**config.mk**
```make
export PLATFORM = sky130hd
export DESIGN_NAME = ram_read_ctrl_flat
export DESIGN_NICKNAME = d
export VERILOG_FILES = /design/src/rtl/ram_read_ctrl_pkg.sv /design/src/rtl/ram_read_ctrl_if.sv /design/src/rtl/ram_cycle_cnt.sv /design/src/rtl/ram_read_ctrl.sv /design/src/flat_wrapper.sv
export SDC_FILE = /design/constraint.sdc
export NUM_CORES = 1
export LEC_CHECK = 0
export ABC_AREA = 0
export CORE_AREA = 2 2 51 53
export DETAILED_ROUTE_END_ITERATION = 8
export DIE_AREA = 0 0 53 55
export HOLD_SLACK_MARGIN = 0.15
export MAX_ROUTING_LAYER = met4
export PLACE_DENSITY_LB_ADDON = 0.15
export SYNTH_ARGS = -nofsm -noshare
export SYNTH_HDL_FRONTEND = slang
export SYNTH_SLANG_ARGS = --single-unit
```
**constraint.sdc**
```tcl
create_clock -name i_clk -period 1.8 [get_ports i_clk]
set_clock_uncertainty 0.2 [all_clocks]
set_input_delay 0.54 -clock i_clk [delete_from_list [all_inputs] [get_ports i_clk]]
set_output_delay 0.54 -clock i_clk [all_outputs]
set_load 0.01 [all_outputs]
```
**src/rtl/ram_read_ctrl_pkg.sv**
```systemverilog
// Shared types and widths for the RAM read controller.
// Optional build macro: RAM_RD_CNT_EN (adds a saturating read counter).
package ram_ctrl_pkg;
    localparam int CNT_W    = 3;
    localparam int RD_CNT_W = 16;

    typedef enum logic [1:0] {
        IDLE,
        REQ,
        WAIT,
        DONE
    } rd_state_t;
endpackage

```
**src/rtl/ram_read_ctrl_if.sv**
```systemverilog
// Request/RAM-side signal bundle for ram_read_ctrl.
// Optional build macro: RAM_RD_CNT_EN adds o_rd_cnt.
interface ram_read_ctrl_if #(
    parameter int SIZE_DATA = 8
);
    import ram_ctrl_pkg::*;

    logic                 i_rd_en;
    logic [SIZE_DATA-1:0] i_ram_data;
    logic                 o_rd_en;
    logic [SIZE_DATA-1:0] o_data_rd;
    logic                 o_done;
    logic                 o_busy;
`ifdef RAM_RD_CNT_EN
    logic [RD_CNT_W-1:0]  o_rd_cnt;

    modport master (
        input  i_rd_en, i_ram_data,
        output o_rd_en, o_data_rd, o_done, o_busy, o_rd_cnt
    );
    modport slave (
        output i_rd_en, i_ram_data,
        input  o_rd_en, o_data_rd, o_done, o_busy, o_rd_cnt
    );
`else
    modport master (
        input  i_rd_en, i_ram_data,
        output o_rd_en, o_data_rd, o_done, o_busy
    );
    modport slave (
        output i_rd_en, i_ram_data,
        input  o_rd_en, o_data_rd, o_done, o_busy
    );
`endif
endinterface

```
**src/rtl/ram_cycle_cnt.sv**
```systemverilog
// Loadable down-counter with zero flag; used for wait and done timing.
module ram_cycle_cnt
    import ram_ctrl_pkg::*;
(
    input  logic             clk,
    input  logic             rst_n,
    input  logic             load,
    input  logic [CNT_W-1:0] load_val,
    input  logic             dec,
    output logic [CNT_W-1:0] cnt,
    output logic             zero
);
    always_ff @(posedge clk or negedge rst_n) begin
        if (!rst_n) begin
            cnt <= '0;
        end else if (load) begin
            cnt <= load_val;
        end else if (dec) begin
            cnt <= cnt - 1'b1;
        end
    end

    assign zero = (cnt == '0);
endmodule

```
**src/rtl/ram_read_ctrl.sv**
```systemverilog
// Read-side RAM controller: strobe, wait RD_LATENCY, capture, pulse done.
// Optional build macro: RAM_RD_CNT_EN (saturating o_rd_cnt of captures).
module ram_read_ctrl
    import ram_ctrl_pkg::*;
#(
    parameter int SIZE_DATA   = 8,
    parameter int RD_LATENCY  = 1,
    parameter int DONE_CYCLES = 2
) (
    input  logic i_clk,
    input  logic i_rst_n,
    ram_read_ctrl_if.master bus
);
    if (RD_LATENCY < 1 || RD_LATENCY > 4) begin : g_bad_lat
        $error("RD_LATENCY must be within 1..4");
    end
    if (DONE_CYCLES < 1 || DONE_CYCLES > 4) begin : g_bad_done
        $error("DONE_CYCLES must be within 1..4");
    end

    rd_state_t            state;
    logic                 rd_en_q;
    logic                 done_q;
    logic                 busy_q;
    logic [SIZE_DATA-1:0] data_q;

    logic [CNT_W-1:0] wait_cnt;
    logic [CNT_W-1:0] done_cnt;
    logic             wait_zero;
    logic             done_zero;
    logic             capture;

    assign capture = (state == WAIT) && wait_zero;

    ram_cycle_cnt u_wait_cnt (
        .clk      (i_clk),
        .rst_n    (i_rst_n),
        .load     (state == REQ),
        .load_val (CNT_W'(RD_LATENCY - 1)),
        .dec      ((state == WAIT) && !wait_zero),
        .cnt      (wait_cnt),
        .zero     (wait_zero)
    );

    ram_cycle_cnt u_done_cnt (
        .clk      (i_clk),
        .rst_n    (i_rst_n),
        .load     (capture),
        .load_val (CNT_W'(DONE_CYCLES - 1)),
        .dec      ((state == DONE) && !done_zero),
        .cnt      (done_cnt),
        .zero     (done_zero)
    );

    // All outputs are registered alongside the state transition.
    always_ff @(posedge i_clk or negedge i_rst_n) begin
        if (!i_rst_n) begin
            state   <= IDLE;
            rd_en_q <= 1'b0;
            done_q  <= 1'b0;
            busy_q  <= 1'b0;
            data_q  <= '0;
        end else begin
            unique case (state)
                IDLE: begin
                    if (bus.i_rd_en) begin
                        state   <= REQ;
                        rd_en_q <= 1'b1;
                        busy_q  <= 1'b1;
                    end
                end
                REQ: begin
                    state   <= WAIT;
                    rd_en_q <= 1'b0;
                end
                WAIT: begin
                    if (wait_zero) begin
                        state  <= DONE;
                        data_q <= bus.i_ram_data;
                        done_q <= 1'b1;
                    end
                end
                DONE: begin
                    if (done_zero) begin
                        state  <= IDLE;
                        done_q <= 1'b0;
                        busy_q <= 1'b0;
                    end
                end
                default: state <= IDLE;
            endcase
        end
    end

    assign bus.o_rd_en   = rd_en_q;
    assign bus.o_data_rd = data_q;
    assign bus.o_done    = done_q;
    assign bus.o_busy    = busy_q;

`ifdef RAM_RD_CNT_EN
    logic [RD_CNT_W-1:0] rd_cnt_q;

    always_ff @(posedge i_clk or negedge i_rst_n) begin
        if (!i_rst_n) begin
            rd_cnt_q <= '0;
        end else if (capture && (rd_cnt_q != '1)) begin
            rd_cnt_q <= rd_cnt_q + 1'b1;
        end
    end

    assign bus.o_rd_cnt = rd_cnt_q;
`endif
endmodule

```
**src/flat_wrapper.sv**
```systemverilog
// flat-port wrapper written by rule: the top's interface ports become plain ports
module ram_read_ctrl_flat import ram_ctrl_pkg::*;
#(
    parameter int SIZE_DATA   = 8,
    parameter int RD_LATENCY  = 1,
    parameter int DONE_CYCLES = 2
)
  (i_clk, i_rst_n, bus_i_rd_en, bus_i_ram_data, bus_o_rd_en, bus_o_data_rd, bus_o_done, bus_o_busy);
  ram_read_ctrl_if #(.SIZE_DATA(SIZE_DATA)) bus_i ();
  input  logic i_clk;
  input  logic i_rst_n;
  input wire logic [$bits(bus_i.i_rd_en)-1:0] bus_i_rd_en;
  input wire logic [$bits(bus_i.i_ram_data)-1:0] bus_i_ram_data;
  output wire logic [$bits(bus_i.o_rd_en)-1:0] bus_o_rd_en;
  output wire logic [$bits(bus_i.o_data_rd)-1:0] bus_o_data_rd;
  output wire logic [$bits(bus_i.o_done)-1:0] bus_o_done;
  output wire logic [$bits(bus_i.o_busy)-1:0] bus_o_busy;
  assign bus_i.i_rd_en = bus_i_rd_en;
  assign bus_i.i_ram_data = bus_i_ram_data;
  assign bus_o_rd_en = bus_i.o_rd_en;
  assign bus_o_data_rd = bus_i.o_data_rd;
  assign bus_o_done = bus_i.o_done;
  assign bus_o_busy = bus_i.o_busy;
  ram_read_ctrl #(.SIZE_DATA(SIZE_DATA), .RD_LATENCY(RD_LATENCY), .DONE_CYCLES(DONE_CYCLES)) u_core (.i_clk(i_clk), .i_rst_n(i_rst_n), .bus(bus_i));
endmodule
```
==> out/metrics.csv <==
stage,metric,value,unit
status,status,"finished, final reports clean",
critical_path,CP Capture Type,flip-flop,
finish,Layout Cells excl Fill,138,
synth,simple-gate area share of the yosys netlist,8.366,%
place,placed insts,133,
route,via/cell ratio,4.775,
grt,initial antenna violation count,0,
critical_path,CP Max Fanout,3,
synth,sequential fraction of the synthesis area,49.67,%
finish,"commonest non-fill, non-tap cell in the layout",dfrtp_1,
timing,Max-slew headroom,83.58,%
timing,setup ws final,0.06090,ns
critical_path,R2R depth,6,
route,post-route DRC violation count,0,
synth,post-synthesis xor/xnor area fraction,0.9150,%
timing,part of the cycle the worst path needs,96.62,%
critical_path,RR Endpoint,u_core.state[1],
die,area of the core,0.002365,mm2
place,dpl ws,-0.3028,ns
place,hpwl dp,1.299,mm
power_and_ir_drop,Power Density,1505,mW/mm2
clocking,CTS Buf Count,3,
clocking,clk slew on worst S/H paths,0.10,ns
clocking,Num Clock Sinks,19,
timing,RSZ-0062 raised after global routing,false,
finish,nets,129,
route,routed len/inst,12.73,um
synth,post-synth top area share,49.67,%
clocking,CTS tree,done,
timing,measured slew at the worst slew-check pin,0.2463,ns
die,width of the die,53,um
grt,first-pass GRT wire length,2.987,mm
synth,Yosys reg bits,19,
route,1st-iter DRT viols,6,
synth,Mean Syn Cell Area,12.12,um2
clocking,CTS Buffer Depth,2,
grt,GRT Util Overall,14.68,%
die,num rows,18,
place,PortBufs,21,
synth,Yosys cell types,22,
critical_path,startpoint types,input pin,
timing,min Tclk post-route,1.739,ns
critical_path,CP arrival,1.73,ns
route,DR pass1 iterations,3,
die,starting density of the core,40.48,%
grt,vias in the first global route,686,
synth,Mapped Area,957.2,um2
power_and_ir_drop,Peak VDD IR,0.7493,mV
critical_path,crit path from,bus_i_rd_en,
timing,Hold Fails Final Rpt,0,
finish,ANT cells,0,
synth,largest family of logic cells by synthesized area,multiplexers,
flow_run,total of max-cap violations,0,
synth,Area contributors post-synth,"dfrtp_1, ha_1, mux2_2, inv_1, nor2_1",
route,final WL,1.757,mm
synth,post-synthesis compound-gate area fraction,10.59,%
synth,mux contribution to synthesized area,14.25,%
timing,# setup viols final,0,
critical_path,Critical Path End,u_core.state[1],
finish,fill count,225,
synth,gate count of the mapped netlist,79,
clocking,clock root cell,clkbuf_4,
route,via count,659,
synth,syn nets,99,
timing,Total Neg Setup Slack,0,ns
finish,Area Growth Syn to Fin,32.94,%
power_and_ir_drop,Leak,0.0005953,uW
synth,yosys warns,0,
critical_path,critical path class,in2reg,
clocking,clock latency on the worst-skew pair,0.30,ns
synth,adder-cell share of the synthesized area,11.76,%
critical_path,Worst EP required,1.79,ns
grt,total global routing overflow,0,
clocking,htree depth,1,
hold_path,worst hold path type,reg2reg,
finish,Multi-input gate area,461.7,um2
finish,"commonest cells after routing, fill and taps aside","dfrtp_1, dlygate4sd2_1, inv_1, clkdlybuf4s50_1, mux2_2",
timing,fin. max-slew vios,0,
synth,Synth area leader,dfrtp_1,
finish,flip-flop and latch area,475.5,um2
route,post-route ant nets,0,
place,Placer Congestion,0.6748,
die,I/O pin count,22,
die,Die Height,55,um
timing,Max Freq,575.0,MHz
die,die area,0.002915,mm2
grt,maximum number of pins on one net before global-route repair,20,
finish,layout cell share with drive strength beyond 1,25.93,%
critical_path,RR Startpoint,u_core.u_wait_cnt.cnt[0],
critical_path,Worst R2R Setup Slack,0.07,ns
## registers in the layout (all words and copies together) (netlist names)
signal	cells
u_core.bus.o_busy	1
u_core.state	2
u_core.bus.o_done	1
u_core.u_done_cnt.cnt	3
u_core.u_wait_cnt.cnt	3
u_core.bus.o_rd_en	1
u_core.bus.o_data_rd	8
## Yosys cell counts, drive strengths merged
master	instances
a21o	2
nor2	6
nand2	3
dfrtp	19
a311oi	1
o32a	1
and3	1
and2b	1
o21ai	4
a211oi	2
a21oi	4
ha	9
xnor2	1
nor2b	1
mux2i	2
buf	1
nand2b	1
inv	10
mux2	10
## routing by layer
layer	vias up	part of all wire, %	track usage [%]
met5	-	0	-
met4	0	2.2	7.692
met3	5	2.8	1.613
met2	13	53	25.00
met1	320	42	17.32
li1	321	-	-
## per-stage QoR
stage	hold slack [ns]	total power, uW	area, um2	utilization (%)
finish	0.3072	1915	1272	53.81
global placement	0.2877	1770	1230	52.01
CTS	0.3127	1936	1242	52.54
floorplan	0.04441	1357	957.2	-
detailed placement	0.2917	1806	1230	52.01
global route	0.3352	2087	1272	53.81
## cell type report
cell class | instances | area share (%)
inverters | 10 | 2.950
flip-flops and latches | 19 | 37.36
well taps | 30 | 2.950
multi-input cells | 49 | 36.28
repair buffers | 26 | 18.39
clock buffers | 4 | 2.065
## cell families (layout without fill, tap and decap cells)
group | Yosys count | after routing
DFF | 19 | 19
AOI/OAI and AO/OA | 14 | 14
and+or+nand+nor | 13 | 13
muxes | 12 | 12
buffers and inverters | 11 | 40
adders and majority gates | 9 | 9
xor gates and xnor gates | 1 | 1
## how the worst min path moves through the flow
stage | start | cells past startpoint | end | slack (ns)
6_report | u_core.bus.o_data_rd[4] | 1 | u_core.bus.o_data_rd[4] | 0.31
5_1_grt | u_core.bus.o_data_rd[4] | 1 | u_core.bus.o_data_rd[4] | 0.34
4_1_cts | u_core.bus.o_data_rd[4] | 1 | u_core.bus.o_data_rd[4] | 0.31
3_5_place_dp | u_core.bus.o_data_rd[4] | 1 | u_core.bus.o_data_rd[4] | 0.29
3_3_place_gp | u_core.bus.o_data_rd[4] | 1 | u_core.bus.o_data_rd[4] | 0.29
2_1_floorplan | i_rst_n | 0 | u_core.bus.o_busy | 0.04
## power by group
group / switching (uW) / total, uW / internal, uW / leakage, uW
combinational: 466 / 1000 / 534 / 0.000352
sequential: 93.7 / 699 / 605 / 0.000229
clock: 130 / 217 / 86.3 / 0.0000150
total: 690 / 1910 / 1230 / 0.000595
## critical path: stages
cell and delay (ns):
clkdlybuf4s50_1 0.48, and2b_4 0.21, a211oi_4 0.18, mux2_4 0.33
## what timing repair did
item / in CTS / in global routing
pin swaps: 0 / 1
hold buffers: 0 / 0
hold endpoints to repair: 0 / 0
gates resized for setup: 11 / 6
setup endpoints to repair: 11 / 11
setup buffers: 0 / 1
Power figures use the tool's default switching activity.
